===== src/rtl/deserializador.sv =====
// Serial-to-parallel byte receiver with a consumer acknowledge handshake.
// Bit order: MSB-first by default; define DESER_LSB_FIRST_EN for LSB-first.
module deserializador (
  input  logic       clock_100KHz,
  input  logic       reset,
  input  logic       data_in,
  input  logic       write_in,
  input  logic       ack_in,
  output logic       status_out,
  output logic       data_ready,
  output logic [7:0] data_out
);

  typedef enum logic {
    RECEIVE  = 1'b0,
    WAIT_ACK = 1'b1
  } state_e;

  state_e      state_q, state_d;
  logic [7:0]  shift_q, shift_d;
  logic [7:0]  data_q, data_d;
  logic [3:0]  bits_count_q, bits_count_d;
  logic [7:0]  shift_in;

  always_comb begin
`ifdef DESER_LSB_FIRST_EN
    shift_in = {data_in, shift_q[7:1]};
`else
    shift_in = {shift_q[6:0], data_in};
`endif
  end

  always_comb begin
    state_d      = state_q;
    shift_d      = shift_q;
    data_d       = data_q;
    bits_count_d = bits_count_q;
    case (state_q)
      RECEIVE: begin
        if (write_in) begin
          shift_d      = shift_in;
          bits_count_d = bits_count_q + 4'd1;
          // The 8th bit goes straight into data_out on the same edge.
          if (bits_count_q == 4'd7) begin
            data_d  = shift_in;
            state_d = WAIT_ACK;
          end
        end
      end
      WAIT_ACK: begin
        if (ack_in) begin
          bits_count_d = '0;
          shift_d      = '0;
          state_d      = RECEIVE;
        end
      end
      default: state_d = RECEIVE;
    endcase
  end

  always_ff @(posedge clock_100KHz) begin
    if (reset) begin
      state_q      <= RECEIVE;
      shift_q      <= '0;
      data_q       <= '0;
      bits_count_q <= '0;
    end else begin
      state_q      <= state_d;
      shift_q      <= shift_d;
      data_q       <= data_d;
      bits_count_q <= bits_count_d;
    end
  end

  assign status_out = (state_q == RECEIVE);
  assign data_ready = (state_q == WAIT_ACK);
  assign data_out   = data_q;

endmodule


===== config.mk =====
export PLATFORM = sky130hd
export DESIGN_NAME = deserializador
export DESIGN_NICKNAME = d
export VERILOG_FILES = /design/src/rtl/deserializador.sv
export SDC_FILE = /design/constraint.sdc
export NUM_CORES = 1
export LEC_CHECK = 0
export ABC_AREA = 1
export BUFFER_PORTS_ARGS = -buffer_cell sky130_fd_sc_hd__buf_4
export CORE_UTILIZATION = 60
export CTS_BUF_LIST = sky130_fd_sc_hd__clkbuf_4
export CTS_CLUSTER_SIZE = 25
export DETAILED_ROUTE_END_ITERATION = 8
export PLACE_DENSITY = 0.93
export SLEW_MARGIN = 20
export SYNTH_ARGS = -nofsm -noshare
export SYNTH_HDL_FRONTEND = slang
export SYNTH_SLANG_ARGS = --single-unit

===== constraint.sdc =====
create_clock -name clock_100KHz -period 4 [get_ports clock_100KHz]
set_clock_uncertainty 0.1 [all_clocks]
set_input_delay 0.4 -clock clock_100KHz [delete_from_list [all_inputs] [get_ports clock_100KHz]]
set_output_delay 0.4 -clock clock_100KHz [all_outputs]
set_load 0.05 [all_outputs]

Yosys cells after proc, flatten, opt, wreduce, memory -nomap -nowiden
Index checks and enable logic that the tools add are counted.
Storage, ports and cells
  word-level logic and storage cells: 21
  register bits: 20
Operators by class
  equal/unequal tests: 3
  reduce and logical (&&, ||, !) cells: 2
  bitwise gates (word level): 1
  muxes and demuxes: 10
  $add $sub $neg: 1
Operators with widths (count)
  $mux 7: 2
  $pmux 7 s2: 1
  $mux 4: 2
  $pmux 4 s2: 1
  $add 4x1->4 const B: 1
  $eq 4x3->1 const B: 1
  $ne 2x2->1 const B: 2
  $mux 1: 3
  $reduce_and 3->1: 1
  $pmux 1 s2: 1
  $reduce_and 2->1: 1
  $not 1->1: 1

Depth between registers and ports, before layout
Gate-level depths: netlist (run 1).
  depth after elaboration: 4
  mapped depth: 7
  mapped depth without buffers: 6

Worst setup path before layout (run 1)
No wires, ideal clock.
  path kind: flip-flop to flip-flop
  start point: register state_q, in the netlist data_ready
  end point: register bits_count_q[2]
  setup time: 0.066 ns
  path buffers: 0
  setup slack: 2.360 ns
  arrival time: 1.474 ns
  clock period less this slack: 1.640 ns
  stages on the path, launching flop included: 7
  cells stage by stage: dfxtp_1 -> inv_2 -> nand2_4 -> nand2_1 -> inv_2 -> nand2_1 -> a21oi_2
On the way
  longest elaborated chain between the ends: 3
  elaborated cells between the ends (all ways): 5
  classes of those cells: eq/ne: 2; mux: 1; bitwise: 1; reduce/logical: 1
Ends and longest elaborated chain
  start, declared: RTL line 19  | state_e state_q, state_d;
  start signal, assigned: RTL line 68  | state_q <= state_d;
  $not 1->1 (no source line) (*)
  net status_out: RTL line 9  | output logic status_out,
  $ne 2x2->1 (no source line)
  $reduce_and 2->1 (no source line)
  end signal, assigned: RTL line 71  | bits_count_q <= bits_count_d;
  end, declared: RTL line 22  | logic [3:0] bits_count_q, bits_count_d;
The timed path passes the listed nets; every way through them passes the cells marked *.
A chain may end at the register's enable or synchronous reset.

Worst setup path in the final report (run 1)
  start point: register state_q, in the netlist data_ready
  end point: output port status_out
On the way
  longest elaborated chain between the ends: 1
Ends and longest elaborated chain (RTL line)
  $not 1->1 (no source line)
  end, declared: 9
No other way between the ends.

==> impl_metrics.csv, run 1 <==
group,metric,value,unit
status,status,"finished, final reports clean",
grt,grt_pass1_vias,571,
yosys,avgSynthCellArea,7.10,um2
clocking,cts_buffers,3,
final_layout,fin_nets,139,
grt,grt_first_pass_wirelength,2.35,mm
clocking,cts_resized,0,
route,viasPerCell,4.91,
setup_path,critPathCaptureType,"output port",
setup_path,worstSetupStartpointType,"flop",
sta,finalSetupViolations,0,
setup_path,r2r_slack,2.56,ns
final_layout,area_growth,15.8,%
sta,hold_viol_final,0,
place,place_inst,142,
route,ant_nets,0,
sta,fmax,654,MHz
setup_path,crit_start,"data_ready$_SDFF_PP0_",
yosys,syn_nets,122,
yosys,synth_area_leader_cell,"dfxtp_1",
sta,relSlewSlack,74.5,%
setup_path,cp_num_buf_inv,2,
worst_hold_path,hold_start,"reset",
setup_path,r2r-start,"bits_count_q[0]$_SDFFE_PP0P_",
sta,post-route-period-util,38.2,%
final_layout,diodes,0,
grt,globalRouteOverflowTotal,0,
setup_path,critical-path-max-stage-delay,0.45,ns
sta,worst_pin_slew,0.381,ns
setup_path,path_cells,"inv_2 > buf_4",
floorplanning,fp.dieW,39.0,um
floorplanning,die-area,0.00152,mm2
grt,grt_util_all_layers,22.9,%
sta,post-route-min-period,1.53,ns
clocking,htree_levels,1,
yosys,synth_area,823,um2
yosys,synth_cell_types,17,
power_and_ir_drop,leakagePower,0.387,nW
place,gp_congestion,0.805,
floorplanning,die_h,39.0,um
setup_path,slowest_stage,"dfxtp_1",
setup_path,crit_arrival,1.03,ns
yosys,synth_seq_area_share,48.6,%
clocking,clk_latency,0.29,ns
yosys,yosys_warnings,0,
clocking,ctsHoldBuffers,0,
floorplanning,core,0.00119,mm2
sta,drv_slew,0,
route,firstDrtPassIters,4,
setup_path,crit_type,"flop to output port",
route,drt_iter0_markers,14,
setup_path,crit_fanout,5,
run,cap_viol_max_count,0,
setup_path,cp.required,3.50,ns
route,vias,712,
clocking,root_buffer,"clkbuf_4",
route,remaining_drc_errors,0,
clocking,cts_setup_buffers,0,
floorplanning,floorplan.initialDensity,69.4,%
grt,grt_max_degree,18,
yosys,synth_cells,116,
power_and_ir_drop,vdd_drop_max,302,uV
final_layout,multi_input_area,355,um2
final_layout,instances_no_fill,145,
yosys,synth.top_cell.area_share,48.6,%
place,dp_hpwl,1.09,mm
final_layout,fillers,86,
yosys,ys_seq_elements,20,
route,wl,1.49,mm
clocking,cts_tree,"yes",
floorplanning,rows,12,
yosys,synthTopCellsByArea,"dfxtp_1, nand2_1, nor2_1",
sta,setup-tns-final,0,ns
setup_path,path_delay_family,"flip-flops",
final_layout,regArea,400,um2
clocking,path_clk_slew,0.10,ns
route,wire_per_inst,10.3,um
power_and_ir_drop,pwr_density_cell,332,mW/mm2
place,numPortBuffers,14,
sta,rsz0062_at_grt,"false",
clocking,clockBufferDepth,2,
floorplanning,io_pins,15,
worst_hold_path,hp-class,"input pin to flop",
clocking,clkSinkCount,20,
final_layout,drive_gt1_share,18.3,%
grt,antenna_found_initial,0,
==> state kept, by name (all words and copies together) (netlist names) <==
name          flops
bits_count_q      4
data_ready        1
shift_q           7
data_out          8
==> through the flow <==
| stage | util [%] | power (mW) | hold WS [ns] | cell area [um2] | setup WS [ns] |
|---|---|---|---|---|---|
| 6_report | 80.4 | 0.317 | 0.248 | 953 | 2.47 |
| 5_1_grt | 80.4 | 0.326 | 0.262 | 953 | 2.43 |
| 4_1_cts | 80.4 | 0.318 | 0.242 | 953 | 2.47 |
| 3_5_place_dp | 78.5 | 0.229 | 0.361 | 931 | 2.62 |
| 3_3_place_gp | 78.5 | 0.229 | 0.349 | 931 | 2.66 |
| 2_1_floorplan | - | 0.222 | 0.340 | 823 | 2.36 |
==> kinds of logic after synthesis <==
group | share of synthesized area, %
and+or+nand+nor | 32.7
DFF | 48.6
buffers and inverters | 8.21
AOI/OAI and AO/OA | 8.97
adders and majority gates | 1.52
==> layout make-up <==
| type | count | share of cell area, % |
|---|---|---|
| flip-flops and latches | 20 | 42.0 |
| multi-input cells | 80 | 37.3 |
| repair buffers | 14 | 11.0 |
| inverters | 14 | 5.51 |
| clock buffers | 3 | 2.36 |
| well taps | 14 | 1.84 |
==> power breakdown <==
part	internal [mW]	switching [mW]	total (mW)
combinational	0.00775	0.0130	0.0208
clock	0.0351	0.0565	0.0916
sequential	0.202	0.00253	0.204
==> synth_stat cells (all sizes together) <==
library cell and number:
nand3 2, clkbuf 1, dfxtp 20, inv 13, a21oi 12, o21ai 2
buf 1, nor2 23, nand2 40, ha 1, clkinv 1
==> per-layer routing <==
| metal | track usage [%] | up-vias | routed length (um) |
|---|---|---|---|
| li1 | - | 382 | - |
| met1 | 27.5 | 309 | 684 |
| met2 | 39.6 | 17 | 714 |
| met3 | 5.20 | 4 | 69 |
| met4 | 7.76 | 0 | 23 |
| met5 | 0 | - | 0 |
==> cells in the final DEF (no fill, tap or decap), types with 2 or more instances in the layout <==
cell type,instances
dfxtp_1,20
inv_1,11
clkbuf_4,3
a21oi_1,11
buf_4,14
inv_2,2
o21ai_0,2
nor2_1,21
nand2_1,39
==> worst reg2reg max path, stage by stage, from the launching register on <==
cell and delay (ns):
dfxtp_1 0.40, ha_1 0.22, nand3_2 0.10, nor2_4 0.30
nand2_1 0.09, nand2_1 0.08, nor2_1 0.05
==> path summary, 6_finish.rpt <==
kind,to,depth (start not counted)
max reg2reg,data_out[3]$_SDFFE_PP0P_,6
max,status_out,2
min,shift_q[2]$_SDFFE_PP0P_,2
min reg2reg,shift_q[6]$_SDFFE_PP0P_,2
No activity file was read; power rests on OpenSTA's default activity.
==> run 2, diff against run 1 <==
--- a/config.mk
+++ b/config.mk
@@ -7,11 +7,11 @@
 export LEC_CHECK = 0
 export ABC_AREA = 1
 export BUFFER_PORTS_ARGS = -buffer_cell sky130_fd_sc_hd__buf_4
-export CORE_UTILIZATION = 60
+export CORE_UTILIZATION = 55
 export CTS_BUF_LIST = sky130_fd_sc_hd__clkbuf_4
 export CTS_CLUSTER_SIZE = 25
 export DETAILED_ROUTE_END_ITERATION = 8
-export PLACE_DENSITY = 0.93
+export PLACE_DENSITY = 0.87
 export SLEW_MARGIN = 20
 export SYNTH_ARGS = -nofsm -noshare
 export SYNTH_HDL_FRONTEND = slang
==> constraint.sdc (replaced) <==
create_clock -name clock_100KHz -period 1.5 [get_ports clock_100KHz]
set_clock_uncertainty 0.1 [all_clocks]
set_input_delay 0.15 -clock clock_100KHz [delete_from_list [all_inputs] [get_ports clock_100KHz]]
set_output_delay 0.15 -clock clock_100KHz [all_outputs]
set_load 0.05 [all_outputs]
==> run 2 against run 1 <==
Net effect: combinational power rose to 2.7 times the previous value; worst hold slack worse by 0.23 ns; first-iteration DRC count up 64%; largest cell class unchanged; critical path depth up 5; sequential cell count unchanged; final area up 4.6%; power rose to 2.7 times the previous value; sequential share of layout area down 1.7 points; critical path type is now flop to flop.
==> impl_metrics.csv, run 2 (synthesis gave the netlist of run 1 again) <==
group,metric,value,unit
clocking,clk_latency,0.29,ns
power_and_ir_drop,vdd_drop_max,622,uV
grt,grt_pass1_vias,514,
floorplanning,io_pins,15,
setup_path,crit_top_cell,"nand2_1",
setup_path,reg2reg_to,"data_out[1]$_SDFFE_PP0P_",
sta,drv_slew,0,
place,place_area,933,um2
final_layout,fin_nets,142,
sta,post-route-period-util,91.2,%
setup_path,critPathCaptureType,"flop",
setup_path,r2r_slack,0.13,ns
sta,hold_viol_final,0,
floorplanning,rows,13,
setup_path,path_cells,"ha_1 > nand3_2 > nor2_4 > buf_4 > nand2_1 > nand2_1 > nor2_1",
clocking,clkSinkCount,20,
route,viasPerCell,4.77,
setup_path,crit_fanout,8,
clocking,cts_resized,0,
place,gp_congestion,0.791,
sta,post-route-min-period,1.37,ns
status,status,"finished, final reports clean",
floorplanning,fp.dieW,40.7,um
grt,antenna_found_initial,0,
clocking,cts_buffers,3,
floorplanning,floorplan.initialDensity,61.0,%
floorplanning,die-area,0.00166,mm2
setup_path,reg2regPathDepth,7,
route,remaining_drc_errors,0,
floorplanning,core,0.00135,mm2
final_layout,drive_gt1_share,20.0,%
route,vias,715,
worst_hold_path,hold_start,"data_in",
setup_path,slowest_stage,"dfxtp_1",
sta,rsz0062_at_grt,"false",
clocking,clockBufferDepth,2,
setup_path,crit_arrival,1.47,ns
setup_path,cp.required,1.60,ns
grt,grt_util_all_layers,20.5,%
clocking,htree_levels,1,
place,numPortBuffers,14,
final_layout,largest_reg_flops,8,
grt,grt_first_pass_wirelength,2.22,mm
worst_hold_path,min_to,"shift_q[0]$_SDFFE_PP0P_",
grt,globalRouteOverflowTotal,0,
floorplanning,die_h,40.7,um
sta,fmax,731,MHz
setup_path,worstSetupStartpointType,"flop",
final_layout,final_common_cell,"nand2_1",
route,firstDrtPassIters,4,
final_layout,area_growth,21.1,%
setup_path,critical-path-max-stage-delay,0.39,ns
setup_path,path_delay_family,"simple AND/OR/NAND/NOR gates",
run,cap_viol_max_count,0,
clocking,path_clk_slew,0.10,ns
final_layout,fin_area,997,um2
power_and_ir_drop,leakagePower,0.406,nW
route,wire_per_inst,9.79,um
route,ant_nets,0,
setup_path,r2r-start,"bits_count_q[0]$_SDFFE_PP0P_",
power_and_ir_drop,pwr_density_cell,855,mW/mm2
route,wl,1.47,mm
clocking,cts_tree,"yes",
final_layout,mostFrequentLayoutCells,"nand2_1, nor2_1, dfxtp_1, buf_4",
sta,timing.hold.ws,0.0220,ns
sta,finalSetupViolations,0,
worst_hold_path,hp-class,"input pin to flop",
worst_hold_path,min_path_cells,3,
place,dp_hpwl,1.02,mm
route,drt_iter0_markers,23,
clocking,root_buffer,"clkbuf_4",
sta,relSlewSlack,76.5,%
final_layout,diodes,0,
grt,grt_max_degree,18,
setup_path,crit_type,"flop to flop",
sta,setup-tns-final,0,ns
setup_path,cp_num_buf_inv,1,
sta,worst_pin_slew,0.352,ns
==> run 2: routing by layer <==
layer | part of all wire, % | up-vias | GRT usage (%)
li1 | - | 393 | -
met1 | 48 | 305 | 27.6
met2 | 47 | 15 | 31.7
met3 | 4.1 | 2 | 3.26
met4 | 0.82 | 0 | 10.0
met5 | 0 | - | 0
==> run 2: timing repair <==
item                                   4_1_cts  5_1_grt
setup buffers                                0        2
setup endpoints to repair                    0        4
endpoints found under the hold margin        7        0
hold buffers                                 1        0
==> run 2: power breakdown <==
group	internal (mW)	switching (mW)
logic	0.0222	0.0342
clock network	0.0967	0.155
registers	0.538	0.00654
total	0.657	0.196
==> run 2: worst max path at each step <==
stage	cells past startpoint	slack, ns	from	end
floorplan	7	0.08	data_ready$_SDFF_PP0_	data_out[6]$_SDFFE_PP0P_
global placement	6	0.16	bits_count_q[0]$_SDFFE_PP0P_	data_out[6]$_SDFFE_PP0P_
detailed placement	6	0.08	bits_count_q[0]$_SDFFE_PP0P_	data_out[4]$_SDFFE_PP0P_
CTS	6	0.06	bits_count_q[0]$_SDFFE_PP0P_	data_out[4]$_SDFFE_PP0P_
global route	7	0.05	bits_count_q[0]$_SDFFE_PP0P_	data_out[1]$_SDFFE_PP0P_
finish	7	0.13	bits_count_q[0]$_SDFFE_PP0P_	data_out[1]$_SDFFE_PP0P_
==> run 2: cell type report <==
class	instances	area (um2)
tap	15	18.8
sequential	20	402
multi-input combinational	80	355
inverter	14	52.6
clock inverter	1	3.75
fill	98	353
clock buffer	3	22.5
timing repair buffer	17	143
==> run 2: per-stage QoR <==
| step | instances | util (%) | total power, mW | setup WS, ns |
|---|---|---|---|---|
| 6_report | 150 | 73.9 | 0.853 | 0.132 |
| 4_1_cts | 148 | 71.8 | 0.860 | 0.0613 |
| 2_1_floorplan | 116 | - | 0.592 | 0.0796 |
| 3_5_place_dp | 143 | 69.1 | 0.611 | 0.0782 |
| 5_1_grt | 150 | 73.9 | 0.899 | 0.0521 |
| 3_3_place_gp | 143 | 69.1 | 0.609 | 0.156 |
==> run 2: tightest hold or removal path, cell delays in order <==
cell     delay, ns
buf_4         0.11
nand2_1       0.05
a21oi_1       0.06
==> run 3, diff against run 2 <==
--- a/config.mk
+++ b/config.mk
@@ -5,12 +5,12 @@
 export SDC_FILE = /design/constraint.sdc
 export NUM_CORES = 1
 export LEC_CHECK = 0
-export ABC_AREA = 1
 export BUFFER_PORTS_ARGS = -buffer_cell sky130_fd_sc_hd__buf_4
 export CORE_UTILIZATION = 55
 export CTS_BUF_LIST = sky130_fd_sc_hd__clkbuf_4
 export CTS_CLUSTER_SIZE = 25
 export DETAILED_ROUTE_END_ITERATION = 8
+export MAX_ROUTING_LAYER = met4
 export PLACE_DENSITY = 0.87
 export SLEW_MARGIN = 20
 export SYNTH_ARGS = -nofsm -noshare
==> run 3 against run 2 <==
Net effect: worst hold slack got worse by 0.0086 ns; critical path depth decreased by 3; combinational power decreased by 7.1%; largest power group unchanged; sequential power about the same; setup slack got worse by 0.054 ns; first-iteration DRC count decreased by 17%; core utilization decreased by 1.6 points; sequential share of layout area increased by 0.88 points; fmax decreased by 3.8%; critical endpoint is now data_out[5]$_SDFFE_PP0P_; routed wire length decreased by 2.5%; synthesized cell count decreased by 28%.
==> impl_metrics.csv, run 3 <==
group,metric,value,unit
worst_hold_path,hp-class,"input pin to flop",
yosys,synthTopCellsByCount,"dfxtp_1, nand2b_1, mux2i_1, nor2_1, a22oi_1",
yosys,muxShareOfSynthArea,12.5,%
yosys,synth_area,831,um2
place,dp_hpwl,1.02,mm
power_and_ir_drop,power.total,0.852,mW
floorplanning,fp.dieW,40.9,um
yosys,synth_adder_area_share,1.51,%
route,wl,1.43,mm
setup_path,critPathCaptureType,"flop",
final_layout,fin_area,976,um2
worst_hold_path,min_path_cells,3,
clocking,root_buffer,"clkbuf_4",
setup_path,r2r_slack,0.08,ns
sta,worst_pin_slew,0.523,ns
sta,finalSetupViolations,0,
sta,worst_slack,0.0780,ns
yosys,avgSynthCellArea,10.0,um2
clocking,cts_tree,"yes",
yosys,synth.most_common_cell,"dfxtp_1",
setup_path,slowest_stage,"dfxtp_1",
setup_path,r2r-start,"bits_count_q[0]$_SDFFE_PP0P_",
place,gp_congestion,0.711,
clocking,clkSinkCount,20,
setup_path,crit_fanout,4,
floorplanning,core,0.00135,mm2
yosys,synthFlopType,"dfxtp_1",
clocking,cts_setup_buffers,0,
final_layout,instances_no_fill,114,
clocking,clk_latency,0.30,ns
clocking,path_clk_slew,0.11,ns
yosys,synth_cells,83,
final_layout,drive_gt1_share,23.2,%
route,remaining_drc_errors,0,
place,post-place-ws,0.0866,ns
clocking,htree_levels,1,
floorplanning,io_pins,15,
final_layout,fin_util,72.3,%
sta,hold_viol_final,0,
place,place_inst,110,
yosys,synth_cell_types,20,
route,drt_iter0_markers,19,
yosys,synth_edf_count,0,
route,viasPerCell,5.38,
grt,grt_pass1_vias,542,
floorplanning,floorplan.initialDensity,61.5,%
grt,grt_util_all_layers,20.9,%
grt,grt_max_degree,29,
final_layout,largest_reg_flops,8,
place,numPortBuffers,14,
sta,fmax,703,MHz
grt,grt_first_pass_wirelength,2.21,mm
final_layout,fin_nets,106,
sta,post-route-min-period,1.42,ns
setup_path,path_delay_family,"flip-flops",
yosys,ys_seq_elements,20,
power_and_ir_drop,pwr_density_cell,873,mW/mm2
route,firstDrtPassIters,4,
worst_hold_path,min_to,"shift_q[0]$_SDFFE_PP0P_",
sta,post-route-period-util,94.8,%
yosys,synth_seq_area_share,48.2,%
route,wire_per_inst,12.6,um
setup_path,cp_num_buf_inv,1,
final_layout,mostFrequentLayoutCells,"dfxtp_1, buf_4, nand2b_1, nor2_1, mux2i_1",
setup_path,cp.required,1.63,ns
setup_path,crit_type,"flop to flop",
yosys,synth.top_cell.area_share,48.2,%
setup_path,reg2reg_to,"data_out[5]$_SDFFE_PP0P_",
setup_path,critical-path-max-stage-delay,0.40,ns
yosys,synth-simple-area-share,21.2,%
yosys,synth_compound_area_share,12.5,%
grt,globalRouteOverflowTotal,0,
yosys,synthTopCellsByArea,"dfxtp_1, nand2b_1, mux2i_1",
final_layout,diodes,0,
setup_path,path_cells,"ha_1 > and4b_2 > buf_4 > mux2i_1",
yosys,synth_top_family_by_area,"simple AND/OR/NAND/NOR gates",
sta,relSlewSlack,64.4,%
yosys,async_flop_share,0,%
route,ant_nets,0,
run,cap_viol_max_count,0,
power_and_ir_drop,vdd_drop_max,605,uV
setup_path,crit_arrival,1.55,ns
yosys,syn_nets,89,
clocking,clockBufferDepth,2,
grt,antenna_found_initial,0,
setup_path,reg2regPathDepth,4,
floorplanning,die-area,0.00167,mm2
sta,drv_slew,0,
yosys,synth_area_leader_cell,"dfxtp_1",
yosys,synth_xor_area_share,0,%
place,place_area,948,um2
floorplanning,die_h,40.9,um
worst_hold_path,hold_start,"data_in",
power_and_ir_drop,leakagePower,0.372,nW
final_layout,area_growth,17.5,%
route,vias,613,
final_layout,final_common_cell,"dfxtp_1",
floorplanning,rows,13,
clocking,cts_buffers,3,
yosys,yosys_warnings,0,
status,status,"finished, final reports clean",
setup_path,worstSetupStartpointType,"flop",
## run 3: cell types whose count changed after synthesis, sizes merged, moves of 2 or more
cell,before,now
nand2,40,0
nand2b,0,16
nor2,23,9
inv,13,1
mux2i,0,10
a21oi,12,3
a22oi,0,8
buf,1,4
nand3,2,0
nor2b,0,2
## run 3: report_power, final
part	total (mW)	switching [mW]	leakage, nW	internal (mW)
clock	0.255	0.158	0.0154	0.0969
combinational	0.0523	0.0263	0.195	0.0260
sequential	0.545	0.00665	0.162	0.538
total	0.852	0.191	0.372	0.661
## run 3: metal layers
metal	vias to the layer above	routed length (um)	GRT usage (%)
met3	2	43	4.89
met4	0	12	10.0
met2	11	677	31.3
li1	318	-	-
met5	-	0	-
met1	282	699	26.3
## run 3: through the flow
stage	TNS, ns	hold slack [ns]
after floorplan	0	0.205
after global placement	0	0.313
after detailed placement	0	0.322
after CTS	0	0.0116
after global routing	-0.0115	0.0237
final	0	0.0135
## run 3: repair_timing
| action | CTS | global route |
|---|---|---|
| hold buffers | 0 | 0 |
| resized for setup | 0 | 1 |
| setup endpoints to repair | 0 | 5 |
## run 3: worst max-delay path by stage
| stage | start | to | cells past startpoint |
|---|---|---|---|
| floorplan | data_ready$_SDFF_PP0_ | data_ready$_SDFF_PP0_ | 4 |
| global placement | bits_count_q[0]$_SDFFE_PP0P_ | data_out[2]$_SDFFE_PP0P_ | 4 |
| detailed placement | bits_count_q[0]$_SDFFE_PP0P_ | data_out[5]$_SDFFE_PP0P_ | 4 |
| CTS | bits_count_q[0]$_SDFFE_PP0P_ | data_out[5]$_SDFFE_PP0P_ | 4 |
| global route | bits_count_q[0]$_SDFFE_PP0P_ | data_out[5]$_SDFFE_PP0P_ | 4 |
| finish | bits_count_q[0]$_SDFFE_PP0P_ | data_out[5]$_SDFFE_PP0P_ | 4 |
## run 3: kinds of logic (layout without fill, tap and decap cells)
| logic type | Yosys count | count (layout) |
|---|---|---|
| adders and majority gates | 1 | 1 |
| muxes | 10 | 10 |
| and+or+nand+nor | 31 | 31 |
| buffers and inverters | 6 | 22 |
| AOI/OAI and AO/OA | 15 | 15 |
| DFF | 20 | 20 |
## run 3: worst reg2reg max path, cell delays in order, from the launching register on
cell,delay (ns)
dfxtp_1,0.40
ha_1,0.21
and4b_2,0.29
buf_4,0.16
mux2i_1,0.19
## run 3: final cells by class
cell class	instances	area, um2
multi-input cells	57	398
inverters	1	3.75
clock buffers	3	22.5
fillers	108	374
repair buffers	17	128
flip-flops and latches	20	402
clock inverters	1	3.75
well taps	15	18.8
